`config.mk`:
```
export PLATFORM = sky130hd
export DESIGN_NAME = lcd_reader
export DESIGN_NICKNAME = d
export VERILOG_FILES = /design/src/rtl/lcd_reader.sv
export SDC_FILE = /design/constraint.sdc
export NUM_CORES = 1
export LEC_CHECK = 0
export CORE_MARGIN = 4
export CORE_UTILIZATION = 38
export CTS_CLUSTER_DIAMETER = 80
export DETAILED_ROUTE_END_ITERATION = 8
export GPL_TIMING_DRIVEN = 0
export PLACE_DENSITY = 0.8
export RECOVER_POWER = 25
export SLEW_MARGIN = 10
export SYNTH_ARGS = -nofsm -noshare
export SYNTH_HDL_FRONTEND = slang
export SYNTH_SLANG_ARGS = --single-unit
```
`constraint.sdc`:
```
create_clock -name clk -period 2.5 [get_ports clk]
set_clock_uncertainty 0.1 [all_clocks]
set_input_delay 0.375 -clock clk [delete_from_list [all_inputs] [get_ports clk]]
set_output_delay 0.375 -clock clk [all_outputs]
set_load 0.01 [all_outputs]
```
`src/rtl/lcd_reader.sv`:
```
// HD44780-style LCD read custom instruction: one rw=1 cycle per start, returns the sampled byte.
// Optional busy-flag polling is enabled by defining LCD_BUSY_POLL_EN.
module lcd_reader #(
  parameter int SETUP_CYC   = 3,
  parameter int PULSE_CYC   = 25,
  parameter int HOLD_CYC    = 2,
  parameter int RECOVER_CYC = 25,
  parameter int MAX_POLLS   = 1000
) (
  input  logic        clk,
  input  logic        reset,
  input  logic        clk_en,
  input  logic        start,
  input  logic [31:0] dataA,
  input  logic [31:0] dataB,
  output logic        done,
  output logic [31:0] result,
  output logic        rs,
  output logic        rw,
  output logic        enable,
  output logic        bus_rd,
  input  logic [7:0]  data_in
);

  typedef enum logic [2:0] {
    S_IDLE    = 3'd0,
    S_SETUP   = 3'd1,
    S_PULSE   = 3'd2,
    S_HOLD    = 3'd3,
    S_RECOVER = 3'd4
  } state_t;

  state_t      state_q;
  logic [15:0] cnt_q;
  logic [7:0]  sample_q;
  logic        done_q;
  logic [31:0] result_q;
  logic        rs_q;
  logic        rw_q;
  logic        en_q;
  logic        bus_rd_q;

  logic [15:0] lim_s;
  logic        last_s;
  logic        repoll_d;
  logic [31:0] result_d;

`ifdef LCD_BUSY_POLL_EN
  logic        poll_q;
  logic [15:0] reads_q;
`endif

  logic unused_s;
  assign unused_s = ^{dataA[31:1], dataB, 16'(MAX_POLLS)};

  // Terminal count of the phase currently being timed
  always_comb begin
    lim_s = 16'h0000;
    case (state_q)
      S_SETUP:   lim_s = 16'(SETUP_CYC - 1);
      S_PULSE:   lim_s = 16'(PULSE_CYC - 1);
      S_HOLD:    lim_s = 16'(HOLD_CYC - 1);
      S_RECOVER: lim_s = 16'(RECOVER_CYC - 1);
      default:   lim_s = 16'h0000;
    endcase
    last_s = (cnt_q == lim_s);
  end

  // Decide at RECOVER exit whether to read again and what the result word is
  always_comb begin
    repoll_d = 1'b0;
    result_d = {24'h000000, sample_q};
`ifdef LCD_BUSY_POLL_EN
    if (poll_q) begin
      // Reaching completion with busy still set can only mean the poll budget ran out
      repoll_d = sample_q[7] && (reads_q < 16'(MAX_POLLS));
      result_d = {reads_q, 7'b0000000, sample_q[7], sample_q};
    end else begin
      repoll_d = 1'b0;
    end
`endif
  end

  // Read-cycle sequencer with registered pad and handshake outputs
  always_ff @(posedge clk) begin
    if (reset) begin
      state_q  <= S_IDLE;
      cnt_q    <= 16'h0000;
      sample_q <= 8'h00;
      done_q   <= 1'b0;
      result_q <= 32'h00000000;
      rs_q     <= 1'b0;
      rw_q     <= 1'b0;
      en_q     <= 1'b0;
      bus_rd_q <= 1'b0;
`ifdef LCD_BUSY_POLL_EN
      poll_q   <= 1'b0;
      reads_q  <= 16'h0000;
`endif
    end else if (clk_en) begin
      case (state_q)
        S_IDLE: begin
          done_q   <= 1'b0;
          rw_q     <= 1'b0;
          en_q     <= 1'b0;
          bus_rd_q <= 1'b0;
          cnt_q    <= 16'h0000;
          if (start) begin
            rs_q     <= dataA[0];
            rw_q     <= 1'b1;
            bus_rd_q <= 1'b1;
            state_q  <= S_SETUP;
`ifdef LCD_BUSY_POLL_EN
            poll_q   <= dataA[1] & ~dataA[0];
            reads_q  <= 16'h0000;
`endif
          end
        end
        S_SETUP: begin
          if (last_s) begin
            en_q    <= 1'b1;
            cnt_q   <= 16'h0000;
            state_q <= S_PULSE;
          end else begin
            cnt_q <= cnt_q + 16'h0001;
          end
        end
        S_PULSE: begin
          if (last_s) begin
            sample_q <= data_in;
            en_q     <= 1'b0;
            cnt_q    <= 16'h0000;
            state_q  <= S_HOLD;
`ifdef LCD_BUSY_POLL_EN
            reads_q  <= reads_q + 16'h0001;
`endif
          end else begin
            cnt_q <= cnt_q + 16'h0001;
          end
        end
        S_HOLD: begin
          if (last_s) begin
            rw_q     <= 1'b0;
            bus_rd_q <= 1'b0;
            cnt_q    <= 16'h0000;
            state_q  <= S_RECOVER;
          end else begin
            cnt_q <= cnt_q + 16'h0001;
          end
        end
        S_RECOVER: begin
          if (!last_s) begin
            cnt_q <= cnt_q + 16'h0001;
          end else if (repoll_d) begin
            rw_q     <= 1'b1;
            bus_rd_q <= 1'b1;
            cnt_q    <= 16'h0000;
            state_q  <= S_SETUP;
          end else begin
            done_q   <= 1'b1;
            result_q <= result_d;
            cnt_q    <= 16'h0000;
            state_q  <= S_IDLE;
          end
        end
        default: begin
          state_q  <= S_IDLE;
          cnt_q    <= 16'h0000;
          rw_q     <= 1'b0;
          en_q     <= 1'b0;
          bus_rd_q <= 1'b0;
        end
      endcase
    end
  end

  assign done   = done_q;
  assign result = result_q;
  assign rs     = rs_q;
  assign rw     = rw_q;
  assign enable = en_q;
  assign bus_rd = bus_rd_q;

endmodule
```
== Word level (Yosys, flattened, before mapping) ==
Cells that the tools add are included.

* Register bits: 39
* Bits of input ports: 76
* Output and inout port bits: 37
* Logic and storage cells: 49

* Add/sub/neg operators: 1
* Eq/ne operators: 10
* Muxes and demuxes: 15
* Bitwise operators: 2
* Reduce and logical (&&, ||, !) cells: 13

{| class="wikitable"
|+ Operators by type and width
! kind !! count
|-
| 16-bit two-way mux || 2
|-
| 16-bit by 1-bit adder with 16-bit output, second input constant || 1
|-
| 16-bit == test || 1
|-
| 3-bit two-way mux || 5
|-
| 3-bit case mux with 5 select lines || 1
|-
| 5-bit case mux with 3 select lines || 1
|-
| 3-bit AND reduction || 5
|-
| 2-bit != test, second input constant || 5
|-
| 3-bit by 2-bit == test with 1-bit output, second input constant || 2
|-
| 1-bit case mux with 3 select lines || 2
|-
| 6-bit AND reduction || 1
|-
| 4-bit AND reduction || 1
|-
| 2-bit OR reduction || 2
|-
| 4-bit OR reduction || 1
|-
| 3-bit by 1-bit == test with 1-bit output, second input constant || 1
|-
| 3-bit == test, second input constant || 1
|-
| 3-bit zero test || 1
|-
| 1-bit two-way mux || 3
|-
| 3-bit OR reduction || 1
|-
| 1-bit NOT || 2
|-
| 1-bit case mux with 2 select lines || 1
|-
| 2-bit nonzero test || 1
|}

== Depth between registers and ports, before layout ==
* Depth in word-level cells: 6
* Gate-level depth with buffers: 8

== Worst setup path before layout ==
No wires, ideal clock.

* Kind: flip-flop to flip-flop
* Start: reg cnt_q[5]
* End: reg cnt_q[7]
* Arrival: 1831 ps
* Required time: 2285 ps
* Path slack: 454 ps
* Stages on the path, launching flop included: 8
* Path buffers: 1
* Period minus slack after synthesis: 2046 ps
* Cell sequence: dfxtp_1 > or4_1 > nor2_2 > nand3_1 > nor2_1 > o31a_2 > buf_4 > nor2_1

* Cells in the longest elaborated chain, start to end: 3
* Elaborated cells between the ends (all ways): 4
* Those cells by class: add/sub: 1; eq/ne: 1; mux: 2

{| class="wikitable"
|+ RTL lines
! item !! RTL line !! text
|-
| start, declared || 34 || <nowiki>logic [15:0] cnt_q;</nowiki>
|-
| start signal, assigned || 125 || <nowiki>cnt_q <= cnt_q + 16'h0001;</nowiki>
|-
| start signal, assigned || 138 || <nowiki>cnt_q <= cnt_q + 16'h0001;</nowiki>
|-
| start signal, assigned || 148 || <nowiki>cnt_q <= cnt_q + 16'h0001;</nowiki>
|-
| 16-bit by 1-bit adder with 16-bit output / 16-bit == test (equally long branches) || -- ||
|-
| 16-bit two-way mux * || 120, 129, 142 ||
|-
| 16-bit two-way mux * || -- ||
|}

Every way passes the cells marked *; elsewhere a longest branch is shown, timed or not.
A chain may end at the register's enable or synchronous reset.

== Final worst setup path ==
* Start: reg cnt_q[2]
* End: reg cnt_q[14]

Same word-level chain as after synthesis.

==> results.toml <==
[min_path]
holdCritPathClass = "primary input to flip-flop"
min_from = "reset"

[clocking]
cts_buffer_depth = 2
cts-hold-fix-buffers = 0
cts_tree = "yes"
cts.sinks = 39
path_clk_slew_ns = 0.07
cts_root_buf = "clkbuf_8"
cts_buffers = 5
h-tree-depth = 2
worstSkewPairLatency_ns = 0.29

[detailed_routing]
avgRoutedWirePerCell_um = 11.8
wl_mm = 4.11
ant_nets = 0
drtIter0Drc = 91
viasPerCell = 4.70
num_vias = 1636
firstDrtPassIters = 4
drc_errors = 0

[placement]
numPortBuffers = 23
placedInstanceArea_um2 = 2410
place_inst = 339
dp_hpwl_mm = 2.98
gp_congestion = 0.833
preCtsSetupSlack_ns = 0.130

[die]
num_io_pins = 113
coreArea_um2 = 5110
die_width_um = 80.7
start_util = 0.393
die_h_um = 80.7
die_area_um2 = 6520
rows = 26

[grt]
grt_start_max_net_pins = 12
use_met2 = 0.233
grt.total_usage = 0.139
antenna_found_initial = 0
grt_pass1_vias = 1572
top_usage_layer = "met2"
grt_use_met1 = 0.166
overflow = 0
grt_pass1_wl_mm = 7.12
grt_use_met3 = 0.0392

[layout]
antenna_cells = 0
multi_input_comb_area_um2 = 1060
seqCellArea_um2 = 781
layout.nets = 354
finish.instance_area_um2 = 2540
drive_gt1_frac = 0.191
post-route-util = 0.497
fillers = 487
finalNonFillerCells = 348
area_growth_pct = 26.2

[sta]
fin_setup_tns_ns = 0
tightest_slew_ns = 0.540
timing.fmax_ghz = 0.436
post-route-min-period_ns = 2.29
setup_viol = 0
hold-worst-slack_ns = 0.339
maxSlewHeadroom = 0.639
slew_violations = 0
setup_slack_ns = 0.209
rsz0062_at_grt = "false"
hold_viol_final = 0
period_share = 0.917

[critical_path]
cp_max_fo = 10
required_ns = 2.58
reg2reg_from = "cnt_q[2]$_SDFFE_PP0P_"
end_kind = "flip-flop"
cp-start-kind = "flip-flop"
cpMaxStageDelayCell = "or4_1"
setup.worst_path.class = "flip-flop to flip-flop"
cp.arrival_ns = 2.37
critPathMaxStageDelay_ns = 0.55
startpoint = "cnt_q[2]$_SDFFE_PP0P_"
crit_path_frequent_cell = "nor2_2"
path_cells = "or4_1 -> nor2_2 -> nand3_1 -> nor2_2 -> o31a_2 -> buf_4 -> nor2_1"

[synth]
yosysTopAreaCellShare = 0.389
syn_avg_cell_area_um2 = 9.01
synth_seq_area_share = 0.389
ys_types = 46
ys_ff_latch = 39
yosysTopAreaCell = "dfxtp_1"
yosys_warnings = 0
async_flop_share = 0
netlist_instances = 223
synth_edf_count = 0
synth_area_um2 = 2010
yosys-top-cells-area = "dfxtp_1 39%, buf_4 9.7%, mux2i_1 8.5%, nor2_1 7.3%, xor2_1 4.8%"
synth_flop_cell = "dfxtp_1"

[power]
p_total_mw = 1.38
power_leakage_nw = 1.02
p_clk_frac = 0.333
power_density_nw_per_um2 = 544
power.switching_mw = 0.367
seqPwrFrac = 0.471
ir_drop_mv = 0.295
p_sw_frac = 0.266
power_frac_comb = 0.196
p_int_mw = 1.01

[status]
outcome = "finished clean"

[flow_run]
cap_violations = 0
==> path summary, 6_finish.rpt <==
| check | end | slack (ns) | cells after the start |
|---|---|---|---|
| setup / recovery | cnt_q[14]$_SDFFE_PP0P_ | 0.21 | 7 |
| hold / removal | done$_SDFFE_PP0P_ | 0.34 | 2 |
| setup reg to reg | cnt_q[14]$_SDFFE_PP0P_ | 0.21 | 7 |
| hold reg to reg | result[1]$_SDFFE_PP0P_ | 0.40 | 2 |
==> power groups by stage <==
stage	clock network, mW	logic, mW	registers [mW]
detailed placement	0	0.263	0.664
floorplan	0	0.195	0.665
CTS	0.472	0.264	0.649
finish	0.459	0.271	0.650
global placement	0	0.259	0.663
global route	0.494	0.299	0.651
==> registers in the layout (all words and copies together), names as in the netlist <==
register / count
bus_rd: 1
cnt_q: 16
done: 1
enable: 1
result: 8
rs: 1
sample_q: 8
state_q: 3
==> kinds of logic (layout without fill, tap and decap cells) <==
family	after synthesis	after routing	synth area share
simple gates	89	89	0.225
flops	39	39	0.389
buf+inv	37	69	0.126
compound gates	20	20	0.0803
xor+xnor	18	18	0.0822
mux	17	17	0.0847
fa+ha+maj	2	2	0.0112
other cells	1	24	0.00187
==> layout make-up <==
type / count / share of cell area
inverters: 2 / 0.00296
well taps: 70 / 0.0345
flip-flops and latches: 39 / 0.308
plain buffers: 35 / 0.0967
repair buffers: 24 / 0.0987
clock buffers: 8 / 0.0395
multi-input cells: 170 / 0.420
==> timing repair <==
action / CTS / global route
gates resized for setup: 0 / 1
setup endpoints to repair: 0 / 11
endpoints found under the hold margin: 0 / 0
setup buffers: 0 / 1
==> per-layer routing <==
| metal | wire length (um) | part of all wire |
|---|---|---|
| met3 | 281 | 0.068 |
| met4 | 70 | 0.017 |
| met2 | 1970 | 0.48 |
| met1 | 1790 | 0.43 |
| met5 | 0 | 0 |
==> critical path: cells and delay by family (launching register included) <==
kind	cells	cell delay [ns]
flops	1	0.36
simple gates	5	1.25
buf+inv	1	0.20
compound gates	1	0.28
==> placed cells by master, fill, tap and decap left out, types with 4 or more instances in the layout <==
cell type / synthesis / layout
dlygate4sd3_1: 0 / 12
or2_2: 5 / 5
mux2i_1: 17 / 17
xnor2_1: 6 / 6
nand2_1: 14 / 14
nand4_1: 7 / 7
xor2_1: 11 / 11
clkbuf_8: 0 / 7
conb_1: 1 / 24
nor3_1: 5 / 5
clkdlybuf4s50_1: 0 / 11
dfxtp_1: 39 / 39
buf_4: 26 / 26
nand3_1: 4 / 4
nor2_1: 39 / 38
clkbuf_1: 5 / 6
a32oi_1: 4 / 4
==> synthesized netlist by cell type (2+ instances only) <==
| library cell | instances |
|---|---|
| inv_1 | 2 |
| and3_1 | 2 |
| buf_4 | 26 |
| a21oi_1 | 2 |
| or4_1 | 2 |
| nand2_1 | 14 |
| a41oi_1 | 2 |
| or2_2 | 5 |
| nor3_1 | 5 |
| nand3b_1 | 2 |
| dfxtp_1 | 39 |
| a32oi_1 | 4 |
| nor2_1 | 39 |
| xor2_1 | 11 |
| nand4_1 | 7 |
| mux2i_1 | 17 |
| buf_6 | 2 |
| o21ai_0 | 2 |
| xnor2_1 | 6 |
| nand3_1 | 4 |
| clkbuf_1 | 5 |
Note: power is estimated with default switching activity, not from simulation.
